==> src/rtl/rand_share_arbiter_pkg.sv <==
// Shared synth definitions: default LFSR seed, arbiter state encoding and the
// 32-bit Galois LFSR step used by both the arbiter and the noise datapath.
package rand_share_arbiter_pkg;

    localparam logic [31:0] LFSR_SEED_DEFAULT = 32'hA61BE539;

    typedef enum logic [1:0] {
        ST_IDLE  = 2'd0,
        ST_GRANT = 2'd1,
        ST_STEP  = 2'd2
    } arb_state_t;

    function automatic logic [31:0] lfsr_next(input logic [31:0] v);
        logic b;
        b = v[0];
        return {b, v[31], v[30] ^ b, v[29] ^ b, v[28], v[27] ^ b, v[26:1]};
    endfunction

endpackage

==> src/rtl/rand_share_arbiter_rr_pick.sv <==
// Combinational round-robin search: first set request at or above i_ptr,
// wrapping from N_REQ-1 back to 0.
module rand_share_arbiter_rr_pick #(
    parameter int N_REQ = 4,
    parameter int IDX_W = 2
) (
    input  logic [N_REQ-1:0] i_req,
    input  logic [IDX_W-1:0] i_ptr,
    output logic             o_hit,
    output logic [IDX_W-1:0] o_idx
);

    logic [IDX_W-1:0] w_cand [N_REQ];
    logic [N_REQ-1:0] w_cand_req;

    // w_cand[gi] is the requester visited gi steps after the pointer.
    genvar gi;
    generate
        for (gi = 0; gi < N_REQ; gi++) begin : g_cand
            logic [IDX_W:0] w_sum;
            assign w_sum = {1'b0, i_ptr} + (IDX_W+1)'(gi);
            assign w_cand[gi] = (w_sum >= (IDX_W+1)'(N_REQ))
                              ? IDX_W'(w_sum - (IDX_W+1)'(N_REQ))
                              : w_sum[IDX_W-1:0];
            assign w_cand_req[gi] = i_req[w_cand[gi]];
        end
    endgenerate

    always_comb begin
        o_hit = |i_req;
        o_idx = '0;
        for (int k = N_REQ - 1; k >= 0; k--) begin
            if (w_cand_req[k]) begin
                o_idx = w_cand[k];
            end
        end
    end

endmodule

==> src/rtl/rand_share_arbiter.sv <==
// Round-robin req/ack arbiter sharing one 32-bit Galois LFSR; each grant steps
// the LFSR once and hands the upper 16 bits to the granted requester.
module rand_share_arbiter
    import rand_share_arbiter_pkg::*;
#(
    parameter int          N_REQ        = 4,
    parameter logic [31:0] SEED_DEFAULT = LFSR_SEED_DEFAULT
) (
    input  logic             i_clk,
    input  logic             i_reset_n,
    input  logic             i_locked,
    input  logic [N_REQ-1:0] i_req,
    input  logic             i_seed_load,
    input  logic [31:0]      i_seed,
    output logic [N_REQ-1:0] o_ack,
    output logic [15:0]      o_rand,
    output logic             o_busy
);

    localparam int IDX_W = (N_REQ > 1) ? $clog2(N_REQ) : 1;

    arb_state_t       r_state;
    logic [31:0]      r_lfsr;
    logic [IDX_W-1:0] r_rr_ptr;
    logic [IDX_W-1:0] r_gnt_idx;
    logic [N_REQ-1:0] r_ack;
    logic [15:0]      r_rand;
    logic             r_busy;

    logic             w_hit;
    logic [IDX_W-1:0] w_idx;
    logic [31:0]      w_lfsr_step;
    logic [31:0]      w_seed_val;
    logic [N_REQ-1:0] w_gnt_onehot;
    logic [IDX_W-1:0] w_ptr_next;

    rand_share_arbiter_rr_pick #(
        .N_REQ (N_REQ),
        .IDX_W (IDX_W)
    ) u_rr_pick (
        .i_req (i_req),
        .i_ptr (r_rr_ptr),
        .o_hit (w_hit),
        .o_idx (w_idx)
    );

    // An all-zero seed would lock the LFSR at zero forever.
    assign w_seed_val   = (i_seed == 32'h0) ? SEED_DEFAULT : i_seed;
    assign w_lfsr_step  = lfsr_next(r_lfsr);
    assign w_gnt_onehot = N_REQ'(1) << r_gnt_idx;
    assign w_ptr_next   = (r_gnt_idx == IDX_W'(N_REQ - 1)) ? '0 : r_gnt_idx + 1'b1;

    // The step, ACK, RAND and pointer update all land on the GRANT->STEP edge,
    // so ACK is visible for the whole STEP cycle and the requester can drop REQ
    // on the edge that leaves STEP, before IDLE samples it again.
    always_ff @(posedge i_clk or negedge i_reset_n) begin
        if (!i_reset_n) begin
            r_state   <= ST_IDLE;
            r_lfsr    <= SEED_DEFAULT;
            r_rr_ptr  <= '0;
            r_gnt_idx <= '0;
            r_ack     <= '0;
            r_rand    <= 16'h8000;
            r_busy    <= 1'b0;
        end else begin
            r_ack <= '0;
            if (i_seed_load) begin
                r_lfsr <= w_seed_val;
            end
            case (r_state)
                ST_IDLE: begin
                    if (i_locked && w_hit) begin
                        r_gnt_idx <= w_idx;
                        r_state   <= ST_GRANT;
                        r_busy    <= 1'b1;
                    end
                end
                ST_GRANT: begin
                    if (!i_locked) begin
                        r_state <= ST_IDLE;
                        r_busy  <= 1'b0;
                    end else if (!i_seed_load) begin
                        // A coincident reseed holds us in GRANT so the step uses the new seed.
                        r_lfsr   <= w_lfsr_step;
                        r_rand   <= w_lfsr_step[31:16];
                        r_ack    <= w_gnt_onehot;
                        r_rr_ptr <= w_ptr_next;
                        r_state  <= ST_STEP;
                    end
                end
                ST_STEP: begin
                    r_state <= ST_IDLE;
                    r_busy  <= 1'b0;
                end
                default: begin
                    r_state <= ST_IDLE;
                    r_busy  <= 1'b0;
                end
            endcase
        end
    end

    assign o_ack  = r_ack;
    assign o_rand = r_rand;
    assign o_busy = r_busy;

endmodule
==> config.mk <==
export PLATFORM = sky130hd
export DESIGN_NAME = rand_share_arbiter
export DESIGN_NICKNAME = d
export VERILOG_FILES = /design/src/rtl/rand_share_arbiter_pkg.sv /design/src/rtl/rand_share_arbiter_rr_pick.sv /design/src/rtl/rand_share_arbiter.sv
export SDC_FILE = /design/constraint.sdc
export NUM_CORES = 1
export LEC_CHECK = 0
export BUFFER_PORTS_ARGS = -buffer_cell sky130_fd_sc_hd__buf_2
export CAP_MARGIN = 20
export CORE_ASPECT_RATIO = 0.9
export CORE_MARGIN = 4
export CORE_UTILIZATION = 50
export CTS_BUF_LIST = sky130_fd_sc_hd__clkbuf_4
export DETAILED_ROUTE_END_ITERATION = 10
export PLACE_DENSITY = 0.72
export SYNTH_ARGS = -nofsm -noshare
export SYNTH_HDL_FRONTEND = slang
export SYNTH_HIERARCHICAL = 1
export SYNTH_SLANG_ARGS = --single-unit
export TNS_END_PERCENT = 50
==> constraint.sdc <==
create_clock -name i_clk -period 1.8 [get_ports i_clk]
set_input_delay 0.18 -clock i_clk [delete_from_list [all_inputs] [get_ports i_clk]]
set_output_delay 0.18 -clock i_clk [all_outputs]
set_load 0.02 [all_outputs]
# After elaboration in Yosys (flattened, before gate mapping)
# Index checks and enable logic that the tools add are counted.
dict set report word_totals {
  regBits 59
  inputBits 40
  out_inout_bits 21
  word_cells 73
}
dict set report op_classes {
  n_addsub 8
  order_cmp 8
  eq_ne 5
  shift 1
  muxes 32
  bitwise 4
  reduce_logical 8
}
# cell n
set op_table {}
lappend op_table {{$mux W32} 5}
lappend op_table {{$logic_not A32 Y1} 1}
lappend op_table {{$mux W2} 12}
lappend op_table {{$lt A2 B3 Y1 const B} 4}
lappend op_table {{$mux W4} 3}
lappend op_table {{$ge A3 B3 Y1 const B} 3}
lappend op_table {{$bmux W1 S2} 4}
lappend op_table {{$sub A2 B1 Y2 const B} 4}
lappend op_table {{$add A2 B2 Y3 const B} 2}
lappend op_table {{$mux W1} 6}
lappend op_table {{$reduce_and A2 Y1} 3}
lappend op_table {{$ne A2 B2 Y1 const B} 2}
lappend op_table {{$pmux W2 S2} 1}
lappend op_table {{$reduce_or A4 Y1} 1}
lappend op_table {{$shl A1 B2 Y4 const A} 1}
lappend op_table {{$add A2 B1 Y3 const B} 1}
lappend op_table {{$ge A2 B3 Y1 const B} 1}
lappend op_table {{$ne A3 B3 Y1 const B} 1}
lappend op_table {{$reduce_and A3 Y1} 1}
lappend op_table {{$xor A1 B1 Y1} 3}
lappend op_table {{$add A2 B1 Y2 const B} 1}
lappend op_table {{$eq A2 B1 Y1 const B} 1}
lappend op_table {{$eq A2 B2 Y1 const B} 1}
lappend op_table {{$logic_not A2 Y1} 1}
lappend op_table {{other kinds (3)} 3}

# Logic depth before layout (Yosys ltp)
# Gate-level depths: netlist of run 1.
dict set report logic_depth {
  depth_word 9
  ltp_mapped 6
  mapped_depth_nobuf 6
}

# Hierarchy
# Netlist of run 1, hierarchy kept.
# mod instances cells_each area_each_um2 seq_area_each_um2
set by_module_without_submodules {}
lappend by_module_without_submodules {rand_share_arbiter 1 252 2746.4 1498.9}
lappend by_module_without_submodules {rand_share_arbiter_rr_pick 1 13 77.6 0.0}

# Worst setup path after synthesis of run 1
# Ideal clock, no wire load.
dict set report synth_timing {
  path_kind {register -> register}
  startpoint {register r_state[1]}
  endpoint {register r_rand[3] (netlist: o_rand[3])}
  setup_time_ns 0.125
  arrival_time_ns 1.356
  required_ns 1.675
  path_slack_ns 0.320
  path_stages_with_launch 5
  n_path_buf 1
  synth_period_minus_slack_ns 1.480
  path_cell_list {dfrtp_1 nand3b_2 nor2_4 buf_4 mux2_2}
}
dict set report synth_between {
  elab_chain_cells 2
}
# item line_no
set synth_lines {}
lappend synth_lines {{from (decl)} rand_share_arbiter.sv:22} ;# arb_state_t r_state;
lappend synth_lines {{from (signal assigned)} rand_share_arbiter.sv:58} ;# r_state <= ST_IDLE;
lappend synth_lines {{from (signal assigned)} rand_share_arbiter.sv:74} ;# r_state <= ST_GRANT;
lappend synth_lines {{from (signal assigned)} rand_share_arbiter.sv:80} ;# r_state <= ST_IDLE;
lappend synth_lines {{$eq A2 B1 Y1} rand_share_arbiter.sv:70} ;# case (r_state)
lappend synth_lines {{$reduce_and A3 Y1 (no source line)} -}
lappend synth_lines {{to (signal assigned)} rand_share_arbiter.sv:85} ;# r_rand <= w_lfsr_step[31:16];
lappend synth_lines {{to (decl)} rand_share_arbiter.sv:27} ;# logic [15:0] r_rand;
# Every way passes these cells.
# A chain may end at the register's enable or synchronous reset.

# Final worst setup path of run 1
dict set report layout_timing {
  startpoint {input port i_seed[17]}
  endpoint {register r_lfsr[14]}
}
dict set report layout_between {
  elab_chain_cells 6
}
# item line_no
set layout_lines {}
lappend layout_lines {{from (decl)} rand_share_arbiter.sv:14} ;# input logic [31:0] i_seed,
lappend layout_lines {{$logic_not A32 Y1 *} rand_share_arbiter.sv:48} ;# assign w_seed_val = (i_seed == 32'h0) ? SEED_DEFAULT : i_seed;
lappend layout_lines {{$mux W32 *} rand_share_arbiter.sv:48}
lappend layout_lines {{$mux W32 *} rand_share_arbiter.sv:67} ;# if (i_seed_load) begin
lappend layout_lines {{$mux W32} rand_share_arbiter.sv:82} ;# end else if (!i_seed_load) begin
lappend layout_lines {{$mux W32} rand_share_arbiter.sv:79} ;# if (!i_locked) begin
lappend layout_lines {{$mux W32 *} rand_share_arbiter.sv:70}
lappend layout_lines {{to (signal assigned)} rand_share_arbiter.sv:68} ;# r_lfsr <= w_seed_val;
lappend layout_lines {{to (signal assigned)} rand_share_arbiter.sv:84} ;# r_lfsr <= w_lfsr_step;
lappend layout_lines {{to (decl)} rand_share_arbiter.sv:23} ;# logic [31:0] r_lfsr;
# Mark *: on every way between the ends. The rest lies on a longest branch, timed or not.

==> results of run 1 <==
cell usage after synthesis, types with 4 or more instances:
| cell type | number |
|---|---|
| nand2b_1 | 5 |
| clkbuf_1 | 10 |
| dfstp_2 | 18 |
| and2_1 | 18 |
| a211oi_1 | 18 |
| nor4_1 | 7 |
| a21oi_1 | 7 |
| nor2_1 | 12 |
| buf_2 | 4 |
| mux2i_1 | 15 |
| ha_1 | 4 |
| dfrtp_1 | 41 |
| inv_1 | 19 |
| nand2_1 | 20 |
| a31oi_1 | 17 |
| o21ai_0 | 18 |
| mux2_2 | 12 |
worst max-delay path by stage:
| stage | from | endpoint | slack, ps | cells past startpoint |
|---|---|---|---|---|
| 6_report | i_seed[17] | r_lfsr[14]$_DFF_PN1_ | 120 | 6 |
| 5_1_grt | i_seed[17] | r_lfsr[20]$_DFF_PN1_ | 80 | 6 |
| 4_1_cts | i_seed[1] | r_lfsr[29]$_DFF_PN1_ | 10 | 6 |
| 3_5_place_dp | i_seed[0] | r_lfsr[29]$_DFF_PN1_ | 110 | 5 |
| 3_3_place_gp | i_seed[25] | r_lfsr[17]$_DFF_PN1_ | 130 | 5 |
| 2_1_floorplan | r_state[1]$_DFFE_PN0P_ | o_rand[3]$_DFFE_PN0P_ | 320 | 4 |
layout make-up:
type                       instances  area share
clock inverter                     7     0.02256
tap                               67     0.02291
multi-input combinational        170      0.3183
clock buffer                       9     0.01846
sequential                        59      0.4096
inverter                          19     0.01949
timing repair buffer              98      0.1887
tightest hold or removal path, cell delays in order:
cell     delay (ps)
buf_2            90
nand2_1          50
o21ai_0          70
flip-flops by register name (all words and copies together), names as in the netlist:
signal     flops
r_state        2
o_busy         1
r_gnt_idx      2
r_lfsr        32
r_rr_ptr       2
o_rand        16
o_ack          4
power groups by stage:
| stage | logic (mW) | clock network (mW) | registers (mW) |
|---|---|---|---|
| 2_1_floorplan | 0.427 | 0 | 1.93 |
| 3_3_place_gp | 0.878 | 0 | 1.80 |
| 3_5_place_dp | 0.896 | 0 | 1.80 |
| 4_1_cts | 0.954 | 1.08 | 1.78 |
| 5_1_grt | 1.05 | 1.13 | 1.82 |
| 6_report | 0.950 | 1.04 | 1.78 |
layer usage:
metal	track usage	vias up
li1	-	1118
met1	0.2790	1112
met2	0.3270	83
met3	0.07573	9
met4	0.05061	0
met5	0	-
per-stage QoR:
stage                     setup slack, ps  cell area [um2]  power (mW)
after floorplan                     319.5             2824       2.359
after detailed placement            111.8             3187       2.699
after CTS                           13.58             3657       3.814
after global routing                80.82             3660       4.009
final                               115.7             3660       3.768
after global placement              131.0             3187       2.676
cells by family (layout without fill, tap and decap cells):
group,count (synthesis),in the layout,synth area share
muxes,29,29,0.1090
AOI/OAI and AO/OA,62,62,0.1373
adders and majority gates,4,4,0.01772
DFF,59,59,0.5308
xor gates and xnor gates,3,3,0.009306
and+or+nand+nor,72,72,0.1382
buffers and inverters,36,133,0.05760
what timing repair did:
action                                  CTS  global route
hold buffers                             32             0
resized for setup                         0             2
hold endpoints to repair                 72             0
endpoints found under the setup margin    0            17
==> results.md, run 1 <==
- Comb power frac: 0.252
- Max Cap Violations: 0
- Reg-to-Reg End: o_rand[2]$_DFFE_PN0P_
- Warning count from the yosys run: 6
- CP Capture Type: flip-flop
- Flop-to-flop setup slack: 240 ps
- Fillers: 418
- Largest net degree at the start of global routing: 68
- Top cells by area, synth: dfrtp_1, dfstp_2, mux2i_1
- DR iter-0 viols: 104
- Worst stage delay on the critical path: about 540 ps
- Psw: 1.172 mW
- Synthesized area: ~0.0028 mm2
- Peak VDD IR: a little under 0.7 mV
- Internal power: 2.595 mW
- Post-route setup TNS: 0 ps
- Clk_skew: 11.28 ps
- Register share of total power: 0.473
- Clock network power share: 0.275
- Synthesized flop and latch total: 59
- Min Tclk post-route: roughly 1700 ps
- Antenna Nets Post-Route: 0
- Setup violators final: 0
- RD Place Congestion: about 0.75
- Max layer used: met4
- Largest area contributor in the netlist: dfrtp_1
- R2R depth: 4
- Num ports: 61
- Register area: 0.001499 mm2
- Clk Latency, worst-skew pair: 390 ps
- Worst setup SP type: input pin
- Core ar.: around 0.0053 mm2
- Hold slack: 27.93 ps
- WHS Endpoint: r_lfsr[7]$_DFF_PN0_
- Slowest cell on crit path: dlygate4sd3_1
- Post-synth EDFFs: 0
- Final WL: 6736 um
- Root Buffer: clkbuf_4
- Drt drc: 0
- Max frequency: 593.7 MHz
- Crit path buf inv count: 2
- Non-filler cells, final: ~430
- Worst hold start: i_seed[7]
- Power per cell area: 1030 mW/mm2
- Vias in the first global route: 2282
- Sequential area share after synthesis: 0.5308
- DR vias/cell: 5.413
- Switching part of the total power: 0.3112
- GRT Total Usage: 0.2098
- Initial antenna violation count: 0
- Top cell type's share of synthesized area: 0.3633
- Synth cell types: 33
- Multi-input gate area: 0.001165 mm2
- Worst-Margin Slew: 606.5 ps
- Status: finished, final reports clean
- Grt ovf: 0
- Post-CTS Setup Bufs: 0
- Die W: 87.22 um
- Crit Path Class: in -> reg
- Num CTS Buffers: 9
- Worst-path cell chain: dlygate4sd3_1 -> buf_2 -> nor4_1 -> nand4_1 -> or2_4 -> a31oi_1
- Share of cells above drive strength 1: 0.3177
- Post-DP HPWL: 4050 um
- Pre-Repair DR Iteration Count: 4
- Main flop type after synthesis: dfrtp_1
- Period utilization: 0.9357
- Syn_nets: 309
- Met1 WL: 2945 um
- Number of buffers added on ports: 60
- Share of synthesized registers carrying an async set or reset: 1.000
- Initial Util: 0.5280
- CTS clock-pin slew for the worst setup and hold paths: 110 ps
- CTS tree: done
- Max transition margin: 0.5957
- CP Data Arrival Time: 2000 ps
- N_diodes: 0
- Final core occ: 0.6842
- Mean Syn Cell Area: ~11 um2
- Htree depth: 3
- CP max FO: 17
- Row Count: 25
- Fin. Hold Viols: 0
- Hold path depth: 3
- Req. time, crit path: around 2100 ps
- Worst path top cell family by delay: simple AND/OR/NAND/NOR gates
- # nets final: 401
- Dpl cells: 381
- Commonest non-fill, non-tap cells in the layout: buf_2, dfrtp_1, dlygate4sd3_1
- RSZ-0062 raised after global routing: false
- Met2 routed WL: between 3000 and 4000 um
- First-pass GRT wire length: 11160 um
- Fin. max-slew vios: 0
- Met3 wire len: 405 um
- Clock Path Buffers: 2
- Total die area: 0.006916 mm2
- Die height: 79.30 um
- Worst hold-check path type: in -> reg
- Mapped Cells: approximately 270
- Avg WL per Cell: between 15 and 20 um
- Via count: 2322
- Cell leakage power: 1.733 nW
- Reg2reg start: r_state[1]$_DFFE_PN0P_
- Most common cell after layout, fill and taps aside: buf_2
- Layout area overhead: 29.60%
- CTS sink count: 59
(Power assumes the default switching activity.)
==> run 2, diff against run 1 <==
- CTS_BUF_LIST: sky130_fd_sc_hd__clkbuf_4 -> sky130_fd_sc_hd__clkbuf_2 sky130_fd_sc_hd__clkbuf_4 sky130_fd_sc_hd__clkbuf_8
==> results.md, run 2 (synthesis gave the netlist of run 1 again) <==
- Max Cap Violations: 0
- Met1 Usage GRT: 0.2705
- Clk Latency, worst-skew pair: 330 ps
- N_diodes: 0
- Non-filler cells, final: 398
- Pre-Repair DR Iteration Count: 4
- Commonest non-fill, non-tap cells in the layout: buf_2, dfrtp_1, nand2_1
- Fin. max-slew vios: 0
- Final WL: 6046 um
- Crit Path Class: reg -> reg
- Initial Util: 0.5280
- Root Buffer: clkbuf_8
- Period utilization: 0.8502
- Req. time, crit path: 2020 ps
- Register bank with the most flops: r_lfsr
- Layout area overhead: 21.22%
- Clock Path Buffers: 2
- Num ports: 61
- DR vias/cell: 5.432
- Cell leakage power: 1.637 nW
- Dpl cells: 381
- Drt drc: 0
- Num CTS Buffers: 9
- RD Place Congestion: ~0.75
- RSZ-0062 raised after global routing: false
- Max transition margin: 0.5915
- Cts repair resizes: 0
- Via count: between 2000 and 2500
- Global-route layer with the greatest usage: met1
- Core ar.: 0.005349 mm2
- Htree depth: 3
- Share of cells above drive strength 1: 0.3505
- Post-CTS Setup Bufs: 0
- Post-DP HPWL: between 4000 and 5000 um
- First-pass GRT wire length: 10180 um
- Clk_skew: ~6.3 ps
- Number of buffers added on ports: 60
- Peak VDD IR: 0.6900 mV
- Cts-stage hold buffer count: 1
- Die W: 87.22 um
- Largest net degree at the start of global routing: about 70
- Vias in the first global route: ~2100
- CTS tree: done
- Antenna Nets Post-Route: 0
- GRT met3 Usage: 0.07884
- Die height: 79.30 um
- # nets final: 370
- Fin. Hold Viols: 0
- CP Data Arrival Time: between 1500 and 2000 ps
- Avg WL per Cell: 15.19 um
- Power per cell area: 1180 mW/mm2
- GRT Total Usage: 0.1898
- Setup violators final: 0
- Worst setup SP type: flip-flop
- Final total power: 4.039 mW
- Most common cell after layout, fill and taps aside: buf_2
- Max frequency: 653.4 MHz
- Initial antenna violation count: 0
- Total die area: 0.006916 mm2
- Number of flip-flops in the largest register: 32
- Fillers: roughly 440
- Worst hold-check path type: in -> reg
- Grt ovf: 0
- Row Count: 25
- Hold slack: 63.15 ps
- Worst-Margin Slew: roughly 600 ps
- CTS clock-pin slew for the worst setup and hold paths: 70 ps
- CP Capture Type: flip-flop
- DR iter-0 viols: 107
- Met2 usage: 0.2701
- CP max FO: 19
- CTS sink count: ~60
- Post-route setup TNS: 0 ps
- Status: finished, final reports clean
- Min Tclk post-route: ~1500 ps
## run 2: area by class of cell
cell class | instances | area [um2] | area share
Sequential cell | 59 | 1499 | 0.4379
Multi-Input combinational cell | 170 | 1162 | 0.3395
Timing Repair Buffer | 67 | 380.4 | 0.1111
Clock buffer | 11 | 151.4 | 0.04423
Tap cell | 67 | 83.83 | 0.02449
Clock inverter | 5 | 75.07 | 0.02193
Inverter | 19 | 71.32 | 0.02083
## run 2: through the flow
step / util / worst slack, ps / instance area [um2]
2_1_floorplan: - / 319.5 / 2824
3_3_place_gp: 0.5958 / 131.0 / 3187
3_5_place_dp: 0.5958 / 111.8 / 3187
4_1_cts: 0.6400 / 257.6 / 3423
5_1_grt: 0.6400 / 171.3 / 3423
6_report: 0.6400 / 269.6 / 3423
## run 2: critical path, cell delays in order (launching register included)
cell and delay, ps:
dfrtp_1 400, nand3b_2 270, nor2_4 210, buf_12 190
mux2_2 340
## run 2: per-layer routing
metal / wire length (um) / up-vias
li1: - / 1051
met1: 2830 / 1043
met2: 2773 / 63
met3: 397 / 5
met4: 44 / 0
met5: 0 / -
## run 2: power by group
group | switching [mW] | total, mW | internal [mW] | leakage, nW
Combinational | 0.498 | 0.889 | 0.391 | 0.827
Sequential | 0.164 | 1.78 | 1.62 | 0.691
Clock | 0.524 | 1.37 | 0.848 | 0.119
## run 2: path summary, 6_finish.rpt
kind                                           to              startpoint  cells after the start  slack [ps]
min in group asynchronous     r_lfsr[9]$_DFF_PN0_               i_reset_n                      3         370
max                         o_rand[4]$_DFFE_PN0P_  r_state[1]$_DFFE_PN0P_                      4         270
min                          r_lfsr[19]$_DFF_PN1_              i_seed[19]                      3          60
min reg2reg                    o_busy$_DFFE_PN0P_  r_state[1]$_DFFE_PN0P_                      1         470
max reg2reg                 o_rand[4]$_DFFE_PN0P_  r_state[1]$_DFFE_PN0P_                      4         270
max in group asynchronous  o_rand[15]$_DFFE_PN1P_               i_reset_n                      3        1110
